--- config.mk ---
export PLATFORM = sky130hd
export DESIGN_NAME = axi_ic_resp_arbiter
export DESIGN_NICKNAME = d
export VERILOG_FILES = /design/src/rtl/ic_pkg.sv /design/src/rtl/axi_ic_resp_arb_slice.sv /design/src/rtl/axi_ic_resp_arbiter.sv
export SDC_FILE = /design/constraint.sdc
export NUM_CORES = 1
export LEC_CHECK = 0
export CAP_MARGIN = 40
export CORE_MARGIN = 1
export CORE_UTILIZATION = 33
export CTS_CLUSTER_DIAMETER = 100
export DETAILED_ROUTE_END_ITERATION = 7
export DONT_BUFFER_PORTS = 1
export PLACE_DENSITY = 0.54
export REMOVE_ABC_BUFFERS = 1
export SKIP_LAST_GASP = 1
export SLEW_MARGIN = 20
export SYNTH_ARGS = -nofsm -noshare
export SYNTH_HDL_FRONTEND = slang
export SYNTH_HIERARCHICAL = 1
export SYNTH_SLANG_ARGS = --single-unit
--- constraint.sdc ---
create_clock -name clk -period 3.5 [get_ports clk]
set_input_delay 0.7 -clock clk [delete_from_list [all_inputs] [get_ports clk]]
set_output_delay 0.7 -clock clk [all_outputs]
set_load 0.02 [all_outputs]
--- src/rtl/ic_pkg.sv ---
// Shared interconnect definitions: port-count defaults, arbiter state type and
// one-hot helpers used by both the address and response arbiters.
package ic_pkg;

  localparam int MSTRNUM_DEF = 4;
  localparam int SLVNUM_DEF  = 4;

  // Widest one-hot vector the rotate helper handles; port counts must not exceed it.
  localparam int ONEHOT_MAXW = 64;

  typedef enum logic {
    ARB_IDLE = 1'b0,
    ARB_BUSY = 1'b1
  } arb_state_e;

  function automatic int clog2(input int n);
    int r;
    r = 0;
    while ((1 << r) < n) r++;
    if (r == 0) r = 1;
    return r;
  endfunction

  // Rotate a one-hot vector of width w left by one position, wrapping the top bit to bit 0.
  function automatic logic [ONEHOT_MAXW-1:0] onehot_rotl1(
    input logic [ONEHOT_MAXW-1:0] v,
    input int                     w
  );
    logic [ONEHOT_MAXW-1:0] mask;
    mask = (w >= ONEHOT_MAXW) ? '1 : ((ONEHOT_MAXW'(1) << w) - ONEHOT_MAXW'(1));
    return ((v << 1) | (v >> (w - 1))) & mask;
  endfunction

endpackage

--- src/rtl/axi_ic_resp_arb_slice.sv ---
// One master's response arbiter: round-robin pick among candidate slaves, locked
// until the selected burst's LAST beat is accepted.
module axi_ic_resp_arb_slice
  import ic_pkg::*;
#(
  parameter int SLVNUM = SLVNUM_DEF
) (
  input  logic              clk,
  input  logic              reset,
  input  logic [SLVNUM-1:0] i_cand,
  input  logic [SLVNUM-1:0] i_valid,
  input  logic [SLVNUM-1:0] i_last,
  input  logic              i_ready,
  output logic [SLVNUM-1:0] o_sel,
  output logic              o_valid,
  output logic              o_busy,
  output logic [SLVNUM-1:0] o_prio
);

  arb_state_e        r_state;
  logic [SLVNUM-1:0] r_sel_q;
  logic [SLVNUM-1:0] r_prio_q;

  logic [SLVNUM-1:0] w_hi;
  logic [SLVNUM-1:0] w_pick;
  logic [SLVNUM-1:0] w_arb;
  logic              w_valid;
  logic              w_done;

  // Candidates at or above the priority slave win first; otherwise wrap to the lowest one.
  assign w_hi   = i_cand & ~(r_prio_q - SLVNUM'(1));
  assign w_pick = (|w_hi) ? (w_hi & (~w_hi + SLVNUM'(1)))
                          : (i_cand & (~i_cand + SLVNUM'(1)));

  assign w_arb   = (r_state == ARB_BUSY) ? r_sel_q : w_pick;
  assign w_valid = (r_state == ARB_BUSY) ? |(r_sel_q & i_valid) : |w_pick;
  assign w_done  = w_valid & i_ready & |(w_arb & i_last);

  // Nothing is forwarded while reset is held, even though the pick logic is combinational.
  assign o_sel   = reset ? '0 : w_arb;
  assign o_valid = w_valid & ~reset;
  assign o_busy  = (r_state == ARB_BUSY);
  assign o_prio  = r_prio_q;

  always_ff @(posedge clk or posedge reset) begin
    if (reset) begin
      r_state  <= ARB_IDLE;
      r_sel_q  <= '0;
      r_prio_q <= SLVNUM'(1);
    end else begin
      case (r_state)
        ARB_IDLE: begin
          if (|w_pick && !w_done) begin
            r_state <= ARB_BUSY;
            r_sel_q <= w_pick;
          end
        end
        ARB_BUSY: begin
          if (w_done) begin
            r_state <= ARB_IDLE;
            r_sel_q <= '0;
          end
        end
        default: begin
          r_state <= ARB_IDLE;
          r_sel_q <= '0;
        end
      endcase
      if (w_done) r_prio_q <= SLVNUM'(onehot_rotl1(ONEHOT_MAXW'(w_arb), SLVNUM));
    end
  end

endmodule

--- src/rtl/axi_ic_resp_arbiter.sv ---
// Response-path arbiter: decodes each slave's destination master, runs one
// arbitration slice per master and merges the per-master grants into slave READY.
module axi_ic_resp_arbiter
  import ic_pkg::*;
#(
  parameter int MSTRNUM = MSTRNUM_DEF,
  parameter int SLVNUM  = SLVNUM_DEF,
  parameter int MIDW    = clog2(MSTRNUM)
) (
  input  logic                      clk,
  input  logic                      reset,
  input  logic [SLVNUM-1:0]         s_valid,
  input  logic [SLVNUM-1:0]         s_last,
  input  logic [SLVNUM*MIDW-1:0]    s_mstr,
  input  logic [MSTRNUM-1:0]        m_ready,
  output logic [MSTRNUM-1:0]        m_valid,
  output logic [MSTRNUM*SLVNUM-1:0] m_sel,
  output logic [SLVNUM-1:0]         s_ready,
  output logic [SLVNUM-1:0]         s_decerr,
  output logic [MSTRNUM-1:0]        dbg_busy,
  output logic [MSTRNUM*SLVNUM-1:0] dbg_prio
);

  // Handshake: a beat moves from slave s to master m when m_valid[m] & m_ready[m]
  // with m_sel[m][s] set; s_ready[s] mirrors that master's READY for the selected slave.

  logic [SLVNUM-1:0][MIDW-1:0]    w_idx;
  logic [MSTRNUM-1:0][SLVNUM-1:0] w_cand;
  logic [MSTRNUM-1:0][SLVNUM-1:0] w_sel;
  logic [MSTRNUM-1:0][SLVNUM-1:0] w_prio;

  for (genvar s = 0; s < SLVNUM; s++) begin : g_slv
    assign w_idx[s]    = s_mstr[s*MIDW +: MIDW];
    assign s_decerr[s] = s_valid[s] & (int'(w_idx[s]) >= MSTRNUM);
  end

  for (genvar m = 0; m < MSTRNUM; m++) begin : g_mst
    for (genvar s = 0; s < SLVNUM; s++) begin : g_cand
      assign w_cand[m][s] = s_valid[s] & (int'(w_idx[s]) == m);
    end

    axi_ic_resp_arb_slice #(
      .SLVNUM (SLVNUM)
    ) u_slice (
      .clk     (clk),
      .reset   (reset),
      .i_cand  (w_cand[m]),
      .i_valid (s_valid),
      .i_last  (s_last),
      .i_ready (m_ready[m]),
      .o_sel   (w_sel[m]),
      .o_valid (m_valid[m]),
      .o_busy  (dbg_busy[m]),
      .o_prio  (w_prio[m])
    );

    assign m_sel[m*SLVNUM +: SLVNUM]    = w_sel[m];
    assign dbg_prio[m*SLVNUM +: SLVNUM] = w_prio[m];
  end

  // A slave targets a single master, so at most one term of this OR is active.
  always_comb begin
    s_ready = '0;
    for (int m = 0; m < MSTRNUM; m++) begin
      s_ready = s_ready | (w_sel[m] & {SLVNUM{m_ready[m]}});
    end
  end

endmodule

==> flow_summary.ini <==
[status]
status = finished clean

[clock_network]
h-tree-depth = 2
clk_path_buf_depth = 2
tritoncts = yes
cts_made_buffers = 5
cts_hold_buffers = 0
cts_root_buf = clkbuf_8
clk_pin_slew_ns = 0.08
cts.sinks = 36
clk_latency_ns = 0.29

[yosys]
yosysMostFrequentCell = nand2_1
ys_warn_count = 6
ys.flop_type = dfrtp_1
synth_edf_count = 0
synthTopCellsByArea = dfrtp_1 (24%), mux2_4 (7.1%), nand2_1 (4.9%), a22o_1 (4.1%), dfstp_2 (3.1%)
synth_seq_cells = 36
synthArstFlopShare_pct = 100
synth_area_um2 = 3380
yosys-top-cells-count = nand2_1 (44), dfrtp_1 (32), inv_1 (20)
synth.distinct_cells = 47
yosys.area.top_type = dfrtp_1
synth_top_area_share_pct = 23.7
synth_area_per_cell_um2 = 9.47
yosysSeqAreaShare_pct = 26.8
syn_inst = 357

[power_and_ir_drop]
p_sw_w = 0.00142
internal_power_w = 0.00170
vdd_ir_drop_max_uv = 300
p_leak_nw = 1.79
power_density_nw_per_um2 = 772
seqPwrFrac_pct = 26.4
power.share.clock_pct = 10.0
combPwrFrac_pct = 63.5
sw_frac_of_total_pct = 45.5
p_total_w = 0.00313

[timing]
min_period_over_period_pct = 97.1
slew_headroom_pct = 62.9
max_clock_freq_mhz = 294
slew_violations = 0
layout_min_cycle_time_ns = 3.40
setup_viol = 0
fin_worst_skew_ns = 0.00137
finalHoldViolations = 0
worst_pin_slew_ns = 0.556

[critical_path]
r2r_cells = 9
reg2reg_from = g_mst[3].u_slice/o_prio[0]$_DFFE_PP1P_
crit_path_end_kind = output pin
cp_max_fo = 8
crit_chain = inv_1 -> ha_1 -> xnor2_1 -> and2_4 -> or4b_4 -> and3_2 -> nor3_2 -> buf_4
ff2ff_setup_slack_ns = 0.52
crit_required_ns = 2.80
cp_data_arrival_time_ns = 2.70
crit_type = reg -> out
slowest_stage = dfstp_2
r2r-end = g_mst[3].u_slice/o_prio[3]$_DFFE_PP0P_
start_kind = flop
slowest_delay_ns = 0.67

[die]
die_w_um = 103
floorplan.initialDensity_pct = 34.3
die_h_um = 103
dieArea_um2 = 10700
design.core.area_um2 = 9860
rows = 36
ios = 70

[route]
postRouteAntennaNets = 0
vias = 3181
first_iter_violations = 188
vias_per_cell = 5.85
wl_per_cell_um = 19.8
drcViolationCount = 0
drt_wl_total_um = 10800
drt_first_pass_iters = 5

[cells_and_area]
fin_nets = 436
area_growth_pct = 19.8
drive_gt1_share_pct = 38.7
nFillCells = 992
antenna_cells = 0
stdcell_area_um2 = 4050

[global_routing]
grt_max_degree = 13
grt_pass1_wl_um = 16700
grt_usage_pct = 20.8
grt_pass1_vias = 3071
antenna_found_initial = 0
grt_remaining_overflow = 0

[flow_run]
cap_violations = 0

[min_path]
hold_class = in -> async

[placement]
port-buffer-count = 0
placed_area_um2 = 3840
gp_congestion = 0.907
hpwl_um = 8260
per-layer routing:
metal  GRT usage, %  wire length [um]  share of wire, %
met3           4.17               870               8.1
met5              0                 0                 0
met1           28.8              4810                45
met4           6.18               233               2.2
met2           32.7              4860                45
worst max path at each step:
stage	startpoint	to	slack, ns	depth (start not counted)
global route	g_mst[3].u_slice/o_prio[0]$_DFFE_PP1P_	s_ready[1]	-0.01	9
finish	g_mst[3].u_slice/o_prio[0]$_DFFE_PP1P_	m_valid[3]	0.10	8
global placement	s_mstr[3]	s_ready[2]	0.16	7
detailed placement	g_mst[0].u_slice/o_prio[0]$_DFFE_PP1P_	s_ready[1]	0.17	9
floorplan	s_mstr[5]	m_valid[0]	0.16	6
CTS	g_mst[0].u_slice/o_prio[0]$_DFFE_PP1P_	s_ready[1]	-0.01	9
sequential cells by signal, indices dropped and copies added (netlist names):
name and count:
g_mst.u_slice/r_sel_q 16, g_mst.u_slice/o_busy 4, g_mst.u_slice/o_prio 16
through the flow:
stage	setup slack (ns)	util (%)	std cells	setup TNS (ns)	hold WS (ns)
3_5_place_dp	0.172	38.9	532	0	0.513
2_1_floorplan	0.164	-	352	0	0.481
3_3_place_gp	0.160	38.9	532	0	0.512
5_1_grt	-0.0106	41.1	544	-0.0106	0.231
4_1_cts	-0.0119	40.0	540	-0.0119	0.217
6_report	0.103	41.1	544	0	0.225
layout make-up:
type | instances | area [um2] | share of cell area, %
Tap cell | 133 | 166 | 4.11
Timing Repair Buffer | 51 | 383 | 9.45
Sequential cell | 36 | 906 | 22.4
Multi-Input combinational cell | 296 | 2430 | 60.0
Clock buffer | 8 | 90.1 | 2.22
Inverter | 20 | 75.1 | 1.85
worst max-delay path, delay by kind of cell (launching register included):
family	cells	cell delay [ns]
DFF	1	0.67
and+or+nand+nor	4	1.13
buffers and inverters	2	0.24
adders and majority gates	1	0.21
xor gates and xnor gates	1	0.16
cell families (layout without fill, tap and decap cells):
kind of cell | count (synthesis) | after routing | share of synthesized area (%)
compound gates | 112 | 112 | 30.8
simple gates | 156 | 156 | 28.3
flops | 36 | 36 | 26.8
xor+xnor | 4 | 4 | 1.04
mux | 16 | 16 | 7.10
buf+inv | 28 | 79 | 4.44
other cells | 1 | 4 | 0.111
fa+ha+maj | 4 | 4 | 1.48
layout by cell type, fill, tap and decap left out, types with 12 or more instances in the layout:
| cell | count |
|---|---|
| a21oi_1 | 12 |
| a22o_1 | 16 |
| and2_1 | 14 |
| buf_4 | 51 |
| dfrtp_1 | 32 |
| inv_1 | 18 |
| mux2_4 | 16 |
| nand2_1 | 43 |
| nor2b_1 | 12 |
| nor3_1 | 14 |
what timing repair did:
action,4_1_cts,5_1_grt
buffers inserted,0,4
endpoints found under the hold margin,0,0
pin swaps,0,5
endpoints found under the setup margin,3,8
resized for setup,4,17
power by group through the flow:
| stage | sequential (W) | clock [W] | combinational [W] |
|---|---|---|---|
| floorplan | 0.000868 | 0 | 0.00127 |
| global placement | 0.000826 | 0 | 0.00189 |
| detailed placement | 0.000827 | 0 | 0.00189 |
| CTS | 0.000821 | 0.000327 | 0.00191 |
| global route | 0.000857 | 0.000341 | 0.00214 |
| finish | 0.000827 | 0.000314 | 0.00199 |
Power figures use the tool's default switching activity.
